### config.mk
export PLATFORM = sky130hd
export DESIGN_NAME = muldiv_unit_flat
export DESIGN_NICKNAME = d
export VERILOG_FILES = /design/src/rtl/muldiv_unit_if.sv /design/src/rtl/muldiv_unit.sv /design/src/flat_wrapper.sv
export SDC_FILE = /design/constraint.sdc
export NUM_CORES = 1
export LEC_CHECK = 0
export BUFFER_PORTS_ARGS = -buffer_cell sky130_fd_sc_hd__buf_2
export CAP_MARGIN = 20
export CORE_MARGIN = 4
export CORE_UTILIZATION = 40
export DETAILED_ROUTE_END_ITERATION = 7
export HOLD_SLACK_MARGIN = 0.05
export PLACE_DENSITY = 0.58
export SYNTH_ARGS = -nofsm -noshare
export SYNTH_HDL_FRONTEND = slang
export SYNTH_SLANG_ARGS = --single-unit
### constraint.sdc
create_clock -name clk -period 9.05 [get_ports clk]
set_input_delay 0.905 -clock clk [delete_from_list [all_inputs] [get_ports clk]]
set_output_delay 0.905 -clock clk [all_outputs]
set_load 0.05 [all_outputs]
### src/rtl/muldiv_unit_if.sv
// muldiv_unit_if: decoder-side control and HI/LO result bundle for the
// iterative multiply/divide unit. The decoder (master) drives the mult/div/
// mflo/mfhi controls and operands; the unit (slave) returns result, HI, LO,
// busy and stall.
interface muldiv_unit_if #(
    parameter int WIDTH = 32
);
    logic             mult;
    logic             div;
    logic             mflo;
    logic             mfhi;
    logic [WIDTH-1:0] srca;
    logic [WIDTH-1:0] srcb;
    logic [WIDTH-1:0] result;
    logic [WIDTH-1:0] hi;
    logic [WIDTH-1:0] lo;
    logic             busy;
    logic             stall;

    modport master (
        output mult, div, mflo, mfhi, srca, srcb,
        input  result, hi, lo, busy, stall
    );

    modport slave (
        input  mult, div, mflo, mfhi, srca, srcb,
        output result, hi, lo, busy, stall
    );
endinterface

### src/rtl/muldiv_unit.sv
// muldiv_unit: iterative shift-add multiplier / restoring divider owning HI/LO.
// A start edge captures the operands, then WIDTH iterations run one per clock;
// HI/LO are written on the last iteration edge. mflo/mfhi reads are served
// combinationally and stall while an operation is in flight.
// Optional feature: define MULDIV_SIGNED_EN for two's-complement operands
// (magnitude datapath with sign correction at completion). Without it the
// unit is purely unsigned.
module muldiv_unit #(
    parameter int WIDTH = 32
) (
    input  logic          clk,
    input  logic          reset,   // asynchronous, active low
    muldiv_unit_if.slave  bus
);
    localparam int CW = $clog2(WIDTH + 1);

    typedef enum logic [1:0] {
        IDLE = 2'd0,
        MUL  = 2'd1,
        DIV  = 2'd2
    } state_t;

    state_t             state_reg;
    state_t             state_next;
    logic [CW-1:0]      count_reg;
    // Shared working register: multiply keeps {carry, partial high, multiplier},
    // divide keeps {remainder (WIDTH+1), dividend/quotient (WIDTH)}.
    logic [2*WIDTH:0]   acc_reg;
    logic [WIDTH-1:0]   opb_reg;   // multiplicand or divisor magnitude
    logic [WIDTH-1:0]   hi_reg;
    logic [WIDTH-1:0]   lo_reg;

    logic               start_mul;
    logic               start_div;
    logic               last_iter;
    logic [WIDTH-1:0]   mag_a;
    logic [WIDTH-1:0]   mag_b;
    logic [WIDTH:0]     mul_sum;
    logic [2*WIDTH:0]   mul_step;
    logic [WIDTH:0]     div_shift;
    logic [WIDTH+1:0]   div_trial;
    logic [2*WIDTH:0]   div_step;
    logic [2*WIDTH:0]   acc_step;
    logic [WIDTH-1:0]   hi_final;
    logic [WIDTH-1:0]   lo_final;

`ifdef MULDIV_SIGNED_EN
    logic               signa_reg;
    logic               signb_reg;
    logic [2*WIDTH-1:0] prod_neg;

    assign mag_a = bus.srca[WIDTH-1] ? (~bus.srca + 1'b1) : bus.srca;
    assign mag_b = bus.srcb[WIDTH-1] ? (~bus.srcb + 1'b1) : bus.srcb;
`else
    assign mag_a = bus.srca;
    assign mag_b = bus.srcb;
`endif

    assign last_iter = (count_reg == CW'(WIDTH - 1));

    // State register
    always_ff @(posedge clk or negedge reset) begin
        if (!reset) begin
            state_reg <= IDLE;
        end else begin
            state_reg <= state_next;
        end
    end

    // Next-state logic; a start is only accepted from IDLE, mult has priority
    always_comb begin
        state_next = state_reg;
        start_mul  = 1'b0;
        start_div  = 1'b0;
        case (state_reg)
            IDLE: begin
                if (bus.mult) begin
                    state_next = MUL;
                    start_mul  = 1'b1;
                end else if (bus.div) begin
                    state_next = DIV;
                    start_div  = 1'b1;
                end
            end
            MUL, DIV: begin
                if (last_iter) begin
                    state_next = IDLE;
                end
            end
            default: state_next = IDLE;
        endcase
    end

    // One iteration of each algorithm computed from the current working register
    always_comb begin
        // Shift-add: add multiplicand into the upper WIDTH+1 bits when the
        // multiplier LSB is set, then shift the whole accumulator right.
        mul_sum  = acc_reg[2*WIDTH:WIDTH] + (acc_reg[0] ? {1'b0, opb_reg} : '0);
        mul_step = {1'b0, mul_sum, acc_reg[WIDTH-1:1]};
        // Restoring divide: shift next dividend bit into the remainder and
        // keep the subtraction only if it did not go negative.
        div_shift = {acc_reg[2*WIDTH-1:WIDTH], acc_reg[WIDTH-1]};
        div_trial = {1'b0, div_shift} - {2'b00, opb_reg};
        if (div_trial[WIDTH+1]) begin
            div_step = {div_shift, acc_reg[WIDTH-2:0], 1'b0};
        end else begin
            div_step = {div_trial[WIDTH:0], acc_reg[WIDTH-2:0], 1'b1};
        end
        acc_step = (state_reg == DIV) ? div_step : mul_step;
    end

    // Final HI/LO values from the last iteration, with sign correction if enabled
    always_comb begin
        hi_final = acc_step[2*WIDTH-1:WIDTH];
        lo_final = acc_step[WIDTH-1:0];
`ifdef MULDIV_SIGNED_EN
        prod_neg = ~acc_step[2*WIDTH-1:0] + 1'b1;
        if (state_reg == MUL) begin
            if (signa_reg ^ signb_reg) begin
                hi_final = prod_neg[2*WIDTH-1:WIDTH];
                lo_final = prod_neg[WIDTH-1:0];
            end
        end else begin
            // Remainder takes the dividend's sign; a zero divisor still yields
            // an all-ones quotient and hands the dividend back in HI.
            if (signa_reg) begin
                hi_final = ~acc_step[2*WIDTH-1:WIDTH] + 1'b1;
            end
            if (opb_reg == '0) begin
                lo_final = '1;
            end else if (signa_reg ^ signb_reg) begin
                lo_final = ~acc_step[WIDTH-1:0] + 1'b1;
            end
        end
`endif
    end

    // Datapath: operand capture on start, iterate while busy, commit HI/LO on the last edge
    always_ff @(posedge clk or negedge reset) begin
        if (!reset) begin
            count_reg <= '0;
            acc_reg   <= '0;
            opb_reg   <= '0;
            hi_reg    <= '0;
            lo_reg    <= '0;
`ifdef MULDIV_SIGNED_EN
            signa_reg <= 1'b0;
            signb_reg <= 1'b0;
`endif
        end else if (start_mul || start_div) begin
            count_reg <= '0;
            acc_reg   <= {{(WIDTH+1){1'b0}}, (start_mul ? mag_b : mag_a)};
            opb_reg   <= start_mul ? mag_a : mag_b;
`ifdef MULDIV_SIGNED_EN
            signa_reg <= bus.srca[WIDTH-1];
            signb_reg <= bus.srcb[WIDTH-1];
`endif
        end else if (state_reg != IDLE) begin
            acc_reg   <= acc_step;
            count_reg <= count_reg + CW'(1);
            if (last_iter) begin
                hi_reg <= hi_final;
                lo_reg <= lo_final;
            end
        end
    end

    assign bus.hi     = hi_reg;
    assign bus.lo     = lo_reg;
    assign bus.result = bus.mfhi ? hi_reg : lo_reg;
    assign bus.busy   = (state_reg != IDLE);
    assign bus.stall  = (bus.mult | bus.div | bus.mflo | bus.mfhi) & bus.busy;

endmodule
### src/flat_wrapper.sv
// flat-port wrapper written by rule: the top's interface ports become plain ports
module muldiv_unit_flat 
#(
    parameter int WIDTH = 32
)
  (clk, reset, bus_mult, bus_div, bus_mflo, bus_mfhi, bus_srca, bus_srcb, bus_result, bus_hi, bus_lo, bus_busy, bus_stall);
  muldiv_unit_if #(.WIDTH(WIDTH)) bus_i ();
  input  logic clk;
  input  logic reset;
  input wire logic [$bits(bus_i.mult)-1:0] bus_mult;
  input wire logic [$bits(bus_i.div)-1:0] bus_div;
  input wire logic [$bits(bus_i.mflo)-1:0] bus_mflo;
  input wire logic [$bits(bus_i.mfhi)-1:0] bus_mfhi;
  input wire logic [$bits(bus_i.srca)-1:0] bus_srca;
  input wire logic [$bits(bus_i.srcb)-1:0] bus_srcb;
  output wire logic [$bits(bus_i.result)-1:0] bus_result;
  output wire logic [$bits(bus_i.hi)-1:0] bus_hi;
  output wire logic [$bits(bus_i.lo)-1:0] bus_lo;
  output wire logic [$bits(bus_i.busy)-1:0] bus_busy;
  output wire logic [$bits(bus_i.stall)-1:0] bus_stall;
  assign bus_i.mult = bus_mult;
  assign bus_i.div = bus_div;
  assign bus_i.mflo = bus_mflo;
  assign bus_i.mfhi = bus_mfhi;
  assign bus_i.srca = bus_srca;
  assign bus_i.srcb = bus_srcb;
  assign bus_result = bus_i.result;
  assign bus_hi = bus_i.hi;
  assign bus_lo = bus_i.lo;
  assign bus_busy = bus_i.busy;
  assign bus_stall = bus_i.stall;
  muldiv_unit #(.WIDTH(WIDTH)) u_core (.clk(clk), .reset(reset), .bus(bus_i));
endmodule
==> results.toml <==
[sta]
hold_violations = 0
clock_skew_ns = 0.01051
relSlewSlack = 0.3052
worst_slew_pin_slew_ns = 1.042
fin_crit_ns = 4.195
max_freq_mhz = 238.4
rsz0062_at_grt = "false"
tns_ns = 0
setup_viol = 0
maxSlewViolCount = 0
fin_crit_sh = 0.4635

[clock_network]
ctsLongestPathBuffers = 2
worstSkewPairLatency_ns = 0.43
clock-sinks = 169
post-cts-setup-buffers = 0
htree_levels = 4
cts_tree = "done"
cts_resized = 0
cts.root.buffer_cell = "clkbuf_16"
clkTransAtPathRegs_ns = 0.07
cts_buffers = 17
ctsHoldBuffers = 0

[setup_path]
reg2reg_depth = 13
required_ns = 9.33
critical_path.cell_chain = "and2_1 > ha_1 > fa_1 > a21o_1 > a221oi_1 > nor3b_1 > o211ai_1 > nand3b_1 > a311oi_1 > xor2_1 > nor2_1 > a31oi_1 > o21ai_1"
cp_max_fo = 34
max_stage_delay_ns = 0.77
worstPathArrival_ns = 4.48
critPathSlowestCell = "dfrtp_1"
timing.rr.start = "u_core.acc_reg[0]"
worst-setup-path-type = "reg -> reg"
startpoint_type = "flop"
cp-end-kind = "flop"
ff2ff_setup_slack_ns = 4.86
r2r_end = "u_core.bus.hi[31]"

[route]
drc = 0
wl_per_cell_um = 19.93
vias_per_cell = 5.734
drtIter0Drc = 775
drt_pass1_iterations = 5
routed_wl_um = 37290
ant_nets = 0
vias = 10730

[global_route]
grt_remaining_overflow = 0
grt_pass1_vias = 10480
track_usage = 0.2274
grt_pass1_wl_um = 59910
grt_max_degree = 71
antenna_found_initial = 3

[logic_synthesis]
yosysWarnings = 0
synth-main-ff-cell = "dfrtp_1"
synth_area_um2 = 11820
synthTopCellsByArea = "dfrtp_1, ha_1, nand2_1"
synth.avg_cell_area_um2 = 8.703
ys_ff_latch = 169
ys_seq_area_frac = 0.3578
synth.most_common_cell = "nand2_1"
synth-async-reset-ratio = 1.000
synth.largest_area_cell = "dfrtp_1"
synth-edff-count = 0
ys_top_cells_by_count = "nand2_1, dfrtp_1, a21oi_1"
synthDistinctLibCells = 76
syn_nets = 1497
synth_top_area_frac = 0.3578
synth_cells = 1358

[die]
die_x_um = 179.9
rows = 62
dieHeight_um = 179.9
die_area_um2 = 32360
ios = 168
start_util = 0.4085
coreArea_um2 = 28940

[layout]
drive_above_1_share = 0.1944
seqCellArea_um2 = 4229
n_fill_cell = 2842
syn2layout_area_growth_pct = 14.91
nets = 1614
n_antenna_cell = 0
multiInputGateArea_um2 = 7112
largest_register_ffs = 65

[hold_path]
hold_class = "in -> async"

[place]
dp_hpwl_um = 27740
portBuffers = 167
place.gp.congestion = 0.8926

[run_status]
outcome = "complete, no violations"

[job]
max-cap-violations = 0
==> routing by layer <==
| metal | vias to the layer above | routed length [um] | GRT usage |
|---|---|---|---|
| met2 | 291 | 16460 | 0.3460 |
| met3 | 24 | 2065 | 0.03355 |
| li1 | 5180 | - | - |
| met5 | - | 35 | 0 |
| met4 | 6 | 310 | 0.03749 |
| met1 | 5227 | 18420 | 0.3489 |
==> worst max path at each step <==
| stage | from | depth (start not counted) | endpoint | slack, ns |
|---|---|---|---|---|
| 2_1_floorplan | bus_mfhi | 4 | bus_stall | 5.82 |
| 6_report | u_core.acc_reg[0] | 13 | u_core.bus.hi[31] | 4.86 |
| 3_5_place_dp | u_core.acc_reg[0] | 13 | u_core.bus.hi[31] | 4.94 |
| 5_1_grt | u_core.acc_reg[0] | 13 | u_core.bus.hi[31] | 4.66 |
| 3_3_place_gp | u_core.acc_reg[0] | 13 | u_core.bus.hi[31] | 5.05 |
| 4_1_cts | u_core.acc_reg[0] | 13 | u_core.bus.hi[31] | 4.90 |
==> worst max-delay path: cells and delay by family (launching register included) <==
kind,cells,cell delay (ns)
DFF,1,0.77
xor gates and xnor gates,1,0.17
adders and majority gates,2,0.62
AOI/OAI and AO/OA,6,1.74
and+or+nand+nor,4,0.75
==> cells in the final DEF, fill, tap and decap left out, types with 12 or more instances in the layout <==
| master | synthesis | layout |
|---|---|---|
| mux2i_1 | 36 | 36 |
| a22oi_1 | 37 | 37 |
| xor2_1 | 24 | 24 |
| nand2_1 | 197 | 197 |
| nand3_1 | 16 | 16 |
| clkbuf_16 | 0 | 17 |
| and2_1 | 35 | 35 |
| a21o_1 | 25 | 25 |
| buf_2 | 3 | 166 |
| a31oi_1 | 12 | 12 |
| o31ai_1 | 14 | 14 |
| mux2_2 | 56 | 56 |
| o32a_1 | 14 | 14 |
| dfrtp_1 | 169 | 169 |
| o21ai_0 | 88 | 88 |
| xnor2_1 | 30 | 30 |
| a21oi_1 | 100 | 100 |
| o22ai_1 | 40 | 40 |
| o21ai_1 | 44 | 43 |
| inv_1 | 45 | 44 |
| nor2_1 | 65 | 65 |
| ha_1 | 67 | 65 |
| buf_4 | 2 | 13 |
==> cell families after synthesis <==
family / after synthesis / synth area share
multiplexers: 102 / 0.09337
flip-flops: 169 / 0.3578
buffers and inverters: 128 / 0.04309
adder cells (fa/ha/maj): 69 / 0.07432
AND/OR/NAND/NOR: 383 / 0.1469
AO/OA/AOI/OAI: 453 / 0.2444
XOR/XNOR: 54 / 0.04002
==> per-stage QoR <==
stage | util | worst slack (ns) | hold WS, ns | std cells | area (um^2)
after floorplan | - | 5.817 | 0.4632 | 1358 | 11820
after global placement | 0.4469 | 5.047 | 0.4778 | 1839 | 12930
after detailed placement | 0.4469 | 4.938 | 0.4855 | 1839 | 12930
after CTS | 0.4690 | 4.902 | 0.4346 | 1870 | 13570
after global routing | 0.4693 | 4.658 | 0.4537 | 1871 | 13580
final | 0.4693 | 4.855 | 0.4204 | 1871 | 13580
==> layout make-up <==
cell class	instances	share of cell area
clock buffer	17	0.03132
clock inverter	14	0.01575
inverter	45	0.01244
multi-input combinational	1061	0.5237
sequential	169	0.3114
tap	384	0.03538
timing repair buffer	181	0.07002
Power is not shown: default switching activity piles up to over one toggle a cycle in this logic, so the estimate is an artifact.
